===== config.mk =====
export PLATFORM = sky130hd
export DESIGN_NAME = mem_stage_ctrl_flat
export DESIGN_NICKNAME = d
export VERILOG_FILES = /design/src/rtl/mem_stage_ctrl_if.sv /design/src/rtl/mem_stage_ctrl.sv /design/src/flat_wrapper.sv
export SDC_FILE = /design/constraint.sdc
export NUM_CORES = 1
export LEC_CHECK = 0
export CORE_MARGIN = 4
export CORE_UTILIZATION = 44
export DETAILED_ROUTE_END_ITERATION = 10
export PLACE_DENSITY = 0.87
export SYNTH_ARGS = -nofsm -noshare
export SYNTH_HDL_FRONTEND = slang
export SYNTH_SLANG_ARGS = --single-unit
export TNS_END_PERCENT = 50

===== constraint.sdc =====
create_clock -name clk -period 2.6 [get_ports clk]
set_input_delay 0.65 -clock clk [delete_from_list [all_inputs] [get_ports clk]]
set_output_delay 0.65 -clock clk [all_outputs]
set_load 0.1 [all_outputs]

===== src/rtl/mem_stage_ctrl_if.sv =====
`default_nettype none
// ============================================================
// mem_stage_ctrl_if : AXI4-Lite data-memory bus (master/slave views)
// Rev 1.0
// ============================================================
interface mem_stage_ctrl_if;
  logic        arvalid;
  logic        arready;
  logic [31:0] araddr;
  logic        rvalid;
  logic        rready;
  logic [31:0] rdata;
  logic [1:0]  rresp;
  logic        awvalid;
  logic        awready;
  logic [31:0] awaddr;
  logic        wvalid;
  logic        wready;
  logic [31:0] wdata;
  logic [3:0]  wstrb;
  logic        bvalid;
  logic        bready;
  logic [1:0]  bresp;

  modport master (
    output arvalid, araddr, rready, awvalid, awaddr, wvalid, wdata, wstrb, bready,
    input  arready, rvalid, rdata, rresp, awready, wready, bvalid, bresp
  );

  modport slave (
    input  arvalid, araddr, rready, awvalid, awaddr, wvalid, wdata, wstrb, bready,
    output arready, rvalid, rdata, rresp, awready, wready, bvalid, bresp
  );
endinterface
`default_nettype wire


===== src/rtl/mem_stage_ctrl.sv =====
`default_nettype none
// ============================================================
// mem_stage_ctrl : M-stage load/store controller on an AXI4-Lite master
// Rev 1.0
// ============================================================
module mem_stage_ctrl (
  input  wire logic        clk,
  input  wire logic        rst,
  input  wire logic [3:0]  regM_i_mem_rw,
  input  wire logic [31:0] regM_i_valE,
  input  wire logic [31:0] regM_i_valB,
  output logic             mem_o_stall,
  output logic             mem_o_done,
  output logic [31:0]      mem_o_rdata,
  output logic             mem_o_err,
  mem_stage_ctrl_if.master io_master
);

  localparam logic [3:0] c_lb  = 4'd1;
  localparam logic [3:0] c_lh  = 4'd2;
  localparam logic [3:0] c_lw  = 4'd3;
  localparam logic [3:0] c_lbu = 4'd4;
  localparam logic [3:0] c_lhu = 4'd5;
  localparam logic [3:0] c_sb  = 4'd6;
  localparam logic [3:0] c_sh  = 4'd7;
  localparam logic [3:0] c_sw  = 4'd8;

  typedef enum logic [2:0] {
    S_IDLE    = 3'd0,
    S_RD_ADDR = 3'd1,
    S_RD_DATA = 3'd2,
    S_WR_REQ  = 3'd3,
    S_WR_RESP = 3'd4,
    S_DONE    = 3'd5
  } state_t;

  state_t      r_state;
  state_t      w_state_next;
  logic [3:0]  r_code;
  logic [1:0]  r_addr_lo;
  logic [31:0] r_rdata;
  logic        r_err;
  logic        r_arvalid;
  logic [31:0] r_araddr;
  logic        r_rready;
  logic        r_awvalid;
  logic [31:0] r_awaddr;
  logic        r_wvalid;
  logic [31:0] r_wdata;
  logic [3:0]  r_wstrb;
  logic        r_bready;

  logic        w_is_load;
  logic        w_is_store;
  logic        w_valid;
  logic        w_misaligned;
  logic [31:0] w_wdata;
  logic [3:0]  w_wstrb;
  logic [31:0] w_shifted;
  logic [31:0] w_load_data;
  logic        w_accept;

  // Request decode, misalignment detection and store lane steering.
  always_comb begin
    w_is_load    = 1'b0;
    w_is_store   = 1'b0;
    w_misaligned = 1'b0;
    w_wdata      = '0;
    w_wstrb      = '0;
    case (regM_i_mem_rw)
      c_lb, c_lbu: w_is_load = 1'b1;
      c_lh, c_lhu: begin
        w_is_load    = 1'b1;
        w_misaligned = regM_i_valE[0];
      end
      c_lw: begin
        w_is_load    = 1'b1;
        w_misaligned = |regM_i_valE[1:0];
      end
      c_sb: begin
        w_is_store = 1'b1;
        w_wdata    = {4{regM_i_valB[7:0]}};
        w_wstrb    = 4'b0001 << regM_i_valE[1:0];
      end
      c_sh: begin
        w_is_store   = 1'b1;
        w_misaligned = regM_i_valE[0];
        w_wdata      = {2{regM_i_valB[15:0]}};
        w_wstrb      = 4'b0011 << regM_i_valE[1:0];
      end
      c_sw: begin
        w_is_store   = 1'b1;
        w_misaligned = |regM_i_valE[1:0];
        w_wdata      = regM_i_valB;
        w_wstrb      = 4'hF;
      end
      default: ;
    endcase
  end

  assign w_valid  = w_is_load | w_is_store;
  assign w_accept = (r_state == S_IDLE) && w_valid;

  always_comb begin
    w_shifted   = io_master.rdata >> {r_addr_lo, 3'b000};
    w_load_data = '0;
    case (r_code)
      c_lb:    w_load_data = {{24{w_shifted[7]}}, w_shifted[7:0]};
      c_lh:    w_load_data = {{16{w_shifted[15]}}, w_shifted[15:0]};
      c_lbu:   w_load_data = {24'd0, w_shifted[7:0]};
      c_lhu:   w_load_data = {16'd0, w_shifted[15:0]};
      c_lw:    w_load_data = w_shifted;
      default: ;
    endcase
  end

  always_comb begin
    w_state_next = r_state;
    mem_o_stall  = 1'b0;
    mem_o_done   = 1'b0;
    case (r_state)
      S_IDLE: begin
        mem_o_stall = w_valid;
        if (w_valid) begin
          if (w_misaligned)   w_state_next = S_DONE;
          else if (w_is_load) w_state_next = S_RD_ADDR;
          else                w_state_next = S_WR_REQ;
        end
      end
      S_RD_ADDR: begin
        mem_o_stall = 1'b1;
        if (io_master.arready) w_state_next = S_RD_DATA;
      end
      S_RD_DATA: begin
        mem_o_stall = 1'b1;
        if (io_master.rvalid) w_state_next = S_DONE;
      end
      S_WR_REQ: begin
        mem_o_stall = 1'b1;
        // A channel whose valid has already dropped has completed its handshake.
        if ((!r_awvalid || io_master.awready) && (!r_wvalid || io_master.wready))
          w_state_next = S_WR_RESP;
      end
      S_WR_RESP: begin
        mem_o_stall = 1'b1;
        if (io_master.bvalid) w_state_next = S_DONE;
      end
      S_DONE: begin
        mem_o_done   = 1'b1;
        w_state_next = S_IDLE;
      end
      default: w_state_next = S_IDLE;
    endcase
  end

  always_ff @(posedge clk) begin
    if (rst) begin
      r_state   <= S_IDLE;
      r_code    <= '0;
      r_addr_lo <= '0;
      r_rdata   <= '0;
      r_err     <= 1'b0;
      r_arvalid <= 1'b0;
      r_araddr  <= '0;
      r_rready  <= 1'b0;
      r_awvalid <= 1'b0;
      r_awaddr  <= '0;
      r_wvalid  <= 1'b0;
      r_wdata   <= '0;
      r_wstrb   <= '0;
      r_bready  <= 1'b0;
    end else begin
      r_state   <= w_state_next;
      r_arvalid <= (w_state_next == S_RD_ADDR);
      r_rready  <= (w_state_next == S_RD_DATA);
      r_bready  <= (w_state_next == S_WR_RESP);
      if (w_accept) begin
        r_code    <= regM_i_mem_rw;
        r_addr_lo <= regM_i_valE[1:0];
        r_rdata   <= '0;
        r_err     <= w_misaligned;
        if (w_is_load && !w_misaligned) r_araddr <= regM_i_valE;
        if (w_is_store && !w_misaligned) begin
          r_awaddr  <= regM_i_valE;
          r_wdata   <= w_wdata;
          r_wstrb   <= w_wstrb;
          r_awvalid <= 1'b1;
          r_wvalid  <= 1'b1;
        end
      end
      if (r_state == S_WR_REQ) begin
        if (io_master.awready) r_awvalid <= 1'b0;
        if (io_master.wready)  r_wvalid  <= 1'b0;
      end
      if ((r_state == S_RD_DATA) && io_master.rvalid) begin
        r_rdata <= w_load_data;
        r_err   <= |io_master.rresp;
      end
      if ((r_state == S_WR_RESP) && io_master.bvalid)
        r_err <= |io_master.bresp;
    end
  end

  assign io_master.arvalid = r_arvalid;
  assign io_master.araddr  = r_araddr;
  assign io_master.rready  = r_rready;
  assign io_master.awvalid = r_awvalid;
  assign io_master.awaddr  = r_awaddr;
  assign io_master.wvalid  = r_wvalid;
  assign io_master.wdata   = r_wdata;
  assign io_master.wstrb   = r_wstrb;
  assign io_master.bready  = r_bready;
  assign mem_o_rdata       = r_rdata;
  assign mem_o_err         = r_err;

endmodule
`default_nettype wire


===== src/flat_wrapper.sv =====
// flat-port wrapper written by rule: the top's interface ports become plain ports
module mem_stage_ctrl_flat 
  (clk, rst, regM_i_mem_rw, regM_i_valE, regM_i_valB, mem_o_stall, mem_o_done, mem_o_rdata, mem_o_err, io_master_arvalid, io_master_araddr, io_master_rready, io_master_awvalid, io_master_awaddr, io_master_wvalid, io_master_wdata, io_master_wstrb, io_master_bready, io_master_arready, io_master_rvalid, io_master_rdata, io_master_rresp, io_master_awready, io_master_wready, io_master_bvalid, io_master_bresp);
  mem_stage_ctrl_if io_master_i ();
  input  wire logic clk;
  input  wire logic rst;
  input  wire logic [3:0] regM_i_mem_rw;
  input  wire logic [31:0] regM_i_valE;
  input  wire logic [31:0] regM_i_valB;
  output logic mem_o_stall;
  output logic mem_o_done;
  output logic [31:0] mem_o_rdata;
  output logic mem_o_err;
  output wire logic [$bits(io_master_i.arvalid)-1:0] io_master_arvalid;
  output wire logic [$bits(io_master_i.araddr)-1:0] io_master_araddr;
  output wire logic [$bits(io_master_i.rready)-1:0] io_master_rready;
  output wire logic [$bits(io_master_i.awvalid)-1:0] io_master_awvalid;
  output wire logic [$bits(io_master_i.awaddr)-1:0] io_master_awaddr;
  output wire logic [$bits(io_master_i.wvalid)-1:0] io_master_wvalid;
  output wire logic [$bits(io_master_i.wdata)-1:0] io_master_wdata;
  output wire logic [$bits(io_master_i.wstrb)-1:0] io_master_wstrb;
  output wire logic [$bits(io_master_i.bready)-1:0] io_master_bready;
  input wire logic [$bits(io_master_i.arready)-1:0] io_master_arready;
  input wire logic [$bits(io_master_i.rvalid)-1:0] io_master_rvalid;
  input wire logic [$bits(io_master_i.rdata)-1:0] io_master_rdata;
  input wire logic [$bits(io_master_i.rresp)-1:0] io_master_rresp;
  input wire logic [$bits(io_master_i.awready)-1:0] io_master_awready;
  input wire logic [$bits(io_master_i.wready)-1:0] io_master_wready;
  input wire logic [$bits(io_master_i.bvalid)-1:0] io_master_bvalid;
  input wire logic [$bits(io_master_i.bresp)-1:0] io_master_bresp;
  assign io_master_arvalid = io_master_i.arvalid;
  assign io_master_araddr = io_master_i.araddr;
  assign io_master_rready = io_master_i.rready;
  assign io_master_awvalid = io_master_i.awvalid;
  assign io_master_awaddr = io_master_i.awaddr;
  assign io_master_wvalid = io_master_i.wvalid;
  assign io_master_wdata = io_master_i.wdata;
  assign io_master_wstrb = io_master_i.wstrb;
  assign io_master_bready = io_master_i.bready;
  assign io_master_i.arready = io_master_arready;
  assign io_master_i.rvalid = io_master_rvalid;
  assign io_master_i.rdata = io_master_rdata;
  assign io_master_i.rresp = io_master_rresp;
  assign io_master_i.awready = io_master_awready;
  assign io_master_i.wready = io_master_wready;
  assign io_master_i.bvalid = io_master_bvalid;
  assign io_master_i.bresp = io_master_bresp;
  mem_stage_ctrl u_core (.clk(clk), .rst(rst), .regM_i_mem_rw(regM_i_mem_rw), .regM_i_valE(regM_i_valE), .regM_i_valB(regM_i_valB), .mem_o_stall(mem_o_stall), .mem_o_done(mem_o_done), .mem_o_rdata(mem_o_rdata), .mem_o_err(mem_o_err), .io_master(io_master_i));
endmodule

==> metrics.txt, run 1 <==
sw frac 0.389; syn avg cell area 8.62 um^2; Mapped Nets 869; Root Driver clkbuf_16; final WL 21800 um; min setup slack post-route 0.0904 ns; Top FF cell, synth dfxtp_1; clock share of power 0.318; flops & latches, synth approximately 150; Seq/Total Area, Yosys 0.450; DP HPWL 15200 um; async set or reset register ratio after synthesis 0; Synth area leaders dfxtp_1 45%, a21oi_1 11%, o21ai_0 6.8%; total grt overflow 0; dominant cell type by area after synthesis dfxtp_1; initial DRC count 554; fin. max-slew vios 0; routability cong. ~0.87; Critical Path Source Type input pin; GRT Util Overall 0.249; status finished, final reports clean; Initial Util 0.450; initial antenna violation count 1; Comb pwr share 0.336; Synth warnings 0; RSZ-0062 raised after global routing no; final hold vios 0; NumNets Final 1112; fmax 398 MHz; relative slew slack 0.564; commonest cells after routing, fill and taps aside 183 x buf_4, 147 x dfxtp_1, 138 x a21oi_1; Mapped Area 0.00654 mm^2; drt first pass iters 5; share of layout cells above drive strength 1 0.251; die width approximately 130 um; vias per cell 5.76; post-DR wirelength/cell ~18 um; switching power 2810 uW; Final Skew 0.0102 ns; Site Rows 44; Synth Instances between 700 and 800; CTS Sinks 147; chip height 130 um; Netlist cell types 60; Post-synth EDFFs 0; Worst-path clk slew approximately 0.060 ns; Int Pwr 4400 uW; largest net degree at the start of global routing 114; I/O pins roughly 250; Worst Hold Class flop to flop; Power Dens Cells 747 mW/mm^2; Max-Cap Viols 0; Buffers on Ports 250; cts hold-fix bufs 0; first-pass GRT wire length around 34000 um; final setup fails 0; Pwr Total 7210 uW; sequential cell fraction of total power 0.346; critical path arrival 1.86 ns; Area Growth Syn to Fin 47.7%; commonest non-fill, non-tap cell in the layout buf_4; insertion delay to the later sink of the worst-skew pair around 0.43 ns; Synth top area share 0.450; clock buffer depth 2; Pleak 0.00375 uW; Final min period 2.51 ns; fin crit share 0.965; CP Capture Type output port; TritonCTS buffer count 17; routed vias 6902; Core Footprint 0.0145 mm^2; CTS tree done; Setup WS pre-CTS -0.217 ns; H-tree depth 4; Worst Tran Pin Value 0.653 ns; vias in the first global route 6597; die area 0.0169 mm^2; Setup Crit Path Kind input pin to output port; DRC Markers 0; IR drop worst, VDD 0.000506 V; CP Max Fanout 5; Post-DRT Antenna Nets 0; data required time at the worst endpoint 1.95 ns
through the flow:
step | instances | cell area [um^2] | setup TNS [ns] | util | hold slack (ns)
after global placement | 1164 | 9090 | -4.49 | 0.626 | 0.449
after CTS | 1196 | 9650 | 0 | 0.664 | 0.466
after floorplan | 758 | 6540 | -0.913 | - | 0.487
final | 1199 | 9650 | 0 | 0.664 | 0.467
after global routing | 1199 | 9650 | 0 | 0.664 | 0.497
after detailed placement | 1164 | 9090 | -8.36 | 0.626 | 0.450
repair_timing:
item,in CTS,in global routing
hold endpoints to repair,0,0
setup buffers,0,2
resized for setup,6,5
setup endpoints to repair,1,1
pin swaps,1,3
area by class of cell:
type,instances,area (um^2)
multi-input cells,528,3230
clock inverters,13,98.8
repair buffers,304,2690
inverters,3,11.3
well taps,184,230
diodes,1,2.50
clock buffers,19,453
fillers,1173,4880
flip-flops and latches,147,2940
synth_stat cells, types with 2 or more instances:
master	instances
a211o_1	7
a211oi_1	24
a21oi_1	138
a221o_1	8
a22o_1	8
a22oi_1	9
a311oi_1	3
a32o_1	7
and2_1	2
and3b_1	3
buf_1	9
buf_2	27
buf_6	5
clkbuf_1	35
clkbuf_2	4
dfxtp_1	147
inv_1	3
mux2_2	2
mux2i_1	25
nand2_1	26
nand2b_1	2
nand3_1	78
nand3b_1	2
nor2_1	24
nor2_4	2
nor2b_1	14
nor3_1	6
nor3_4	2
nor4_1	4
o21a_1	2
o21ai_0	89
o2bb2ai_1	10
o31ai_1	3
or3_1	2
final timing paths:
kind / to / startpoint / slack, ns / cells after the start
max: mem_o_stall / regM_i_mem_rw[0] / 0.09 / 7
max reg2reg: u_core.io_master.wstrb[1] / u_core.r_state[0] / 0.46 / 5
min: u_core.mem_o_rdata[15] / u_core.mem_o_rdata[15] / 0.47 / 1
min reg2reg: u_core.mem_o_rdata[15] / u_core.mem_o_rdata[15] / 0.47 / 1
per-layer routing:
| metal | track usage | up-vias | wire, um |
|---|---|---|---|
| met5 | 0 | - | 0 |
| met4 | 0.0954 | 0 | 668 |
| met3 | 0.0745 | 44 | 1870 |
| met2 | 0.412 | 297 | 10400 |
| met1 | 0.306 | 3261 | 8890 |
| li1 | - | 3300 | - |
critical path, stage by stage:
cell	delay [ns]
dlygate4sd2_1	0.29
o31a_1	0.33
nor2_2	0.11
nor2_1	0.06
a21oi_1	0.11
buf_4	0.14
buf_12	0.16
registers in the layout (all words and copies together) (netlist names), 2 cells and up:
name	count
u_core.io_master.wdata	32
u_core.r_code	4
u_core.io_master.awaddr	32
u_core.mem_o_rdata	32
u_core.r_state	3
u_core.io_master.wstrb	4
u_core.io_master.araddr	32
u_core.r_addr_lo	2
power by group through the flow:
stage | registers, uW | logic [uW] | clock network (uW)
6_report | 2490 | 2420 | 2290
5_1_grt | 2510 | 2550 | 2430
4_1_cts | 2490 | 2420 | 2330
3_5_place_dp | 2540 | 2410 | 0
3_3_place_gp | 2530 | 2400 | 0
2_1_floorplan | 3380 | 812 | 0
kinds of logic (layout without fill, tap and decap cells):
logic type | after synthesis | in the layout | share of synthesized area
other cells | 0 | 1 | 0
compound gates | 321 | 321 | 0.298
mux | 27 | 27 | 0.0417
simple gates | 180 | 180 | 0.151
buf+inv | 83 | 339 | 0.0593
flops | 147 | 147 | 0.450
(Power assumes the default switching activity.)
==> inputs of run 2 (changes only) <==
Settings changed: CTS_CLUSTER_SIZE set to 12.
==> results of run 2 <==
Final layout, timing and power as in run 1 (identical DEF).
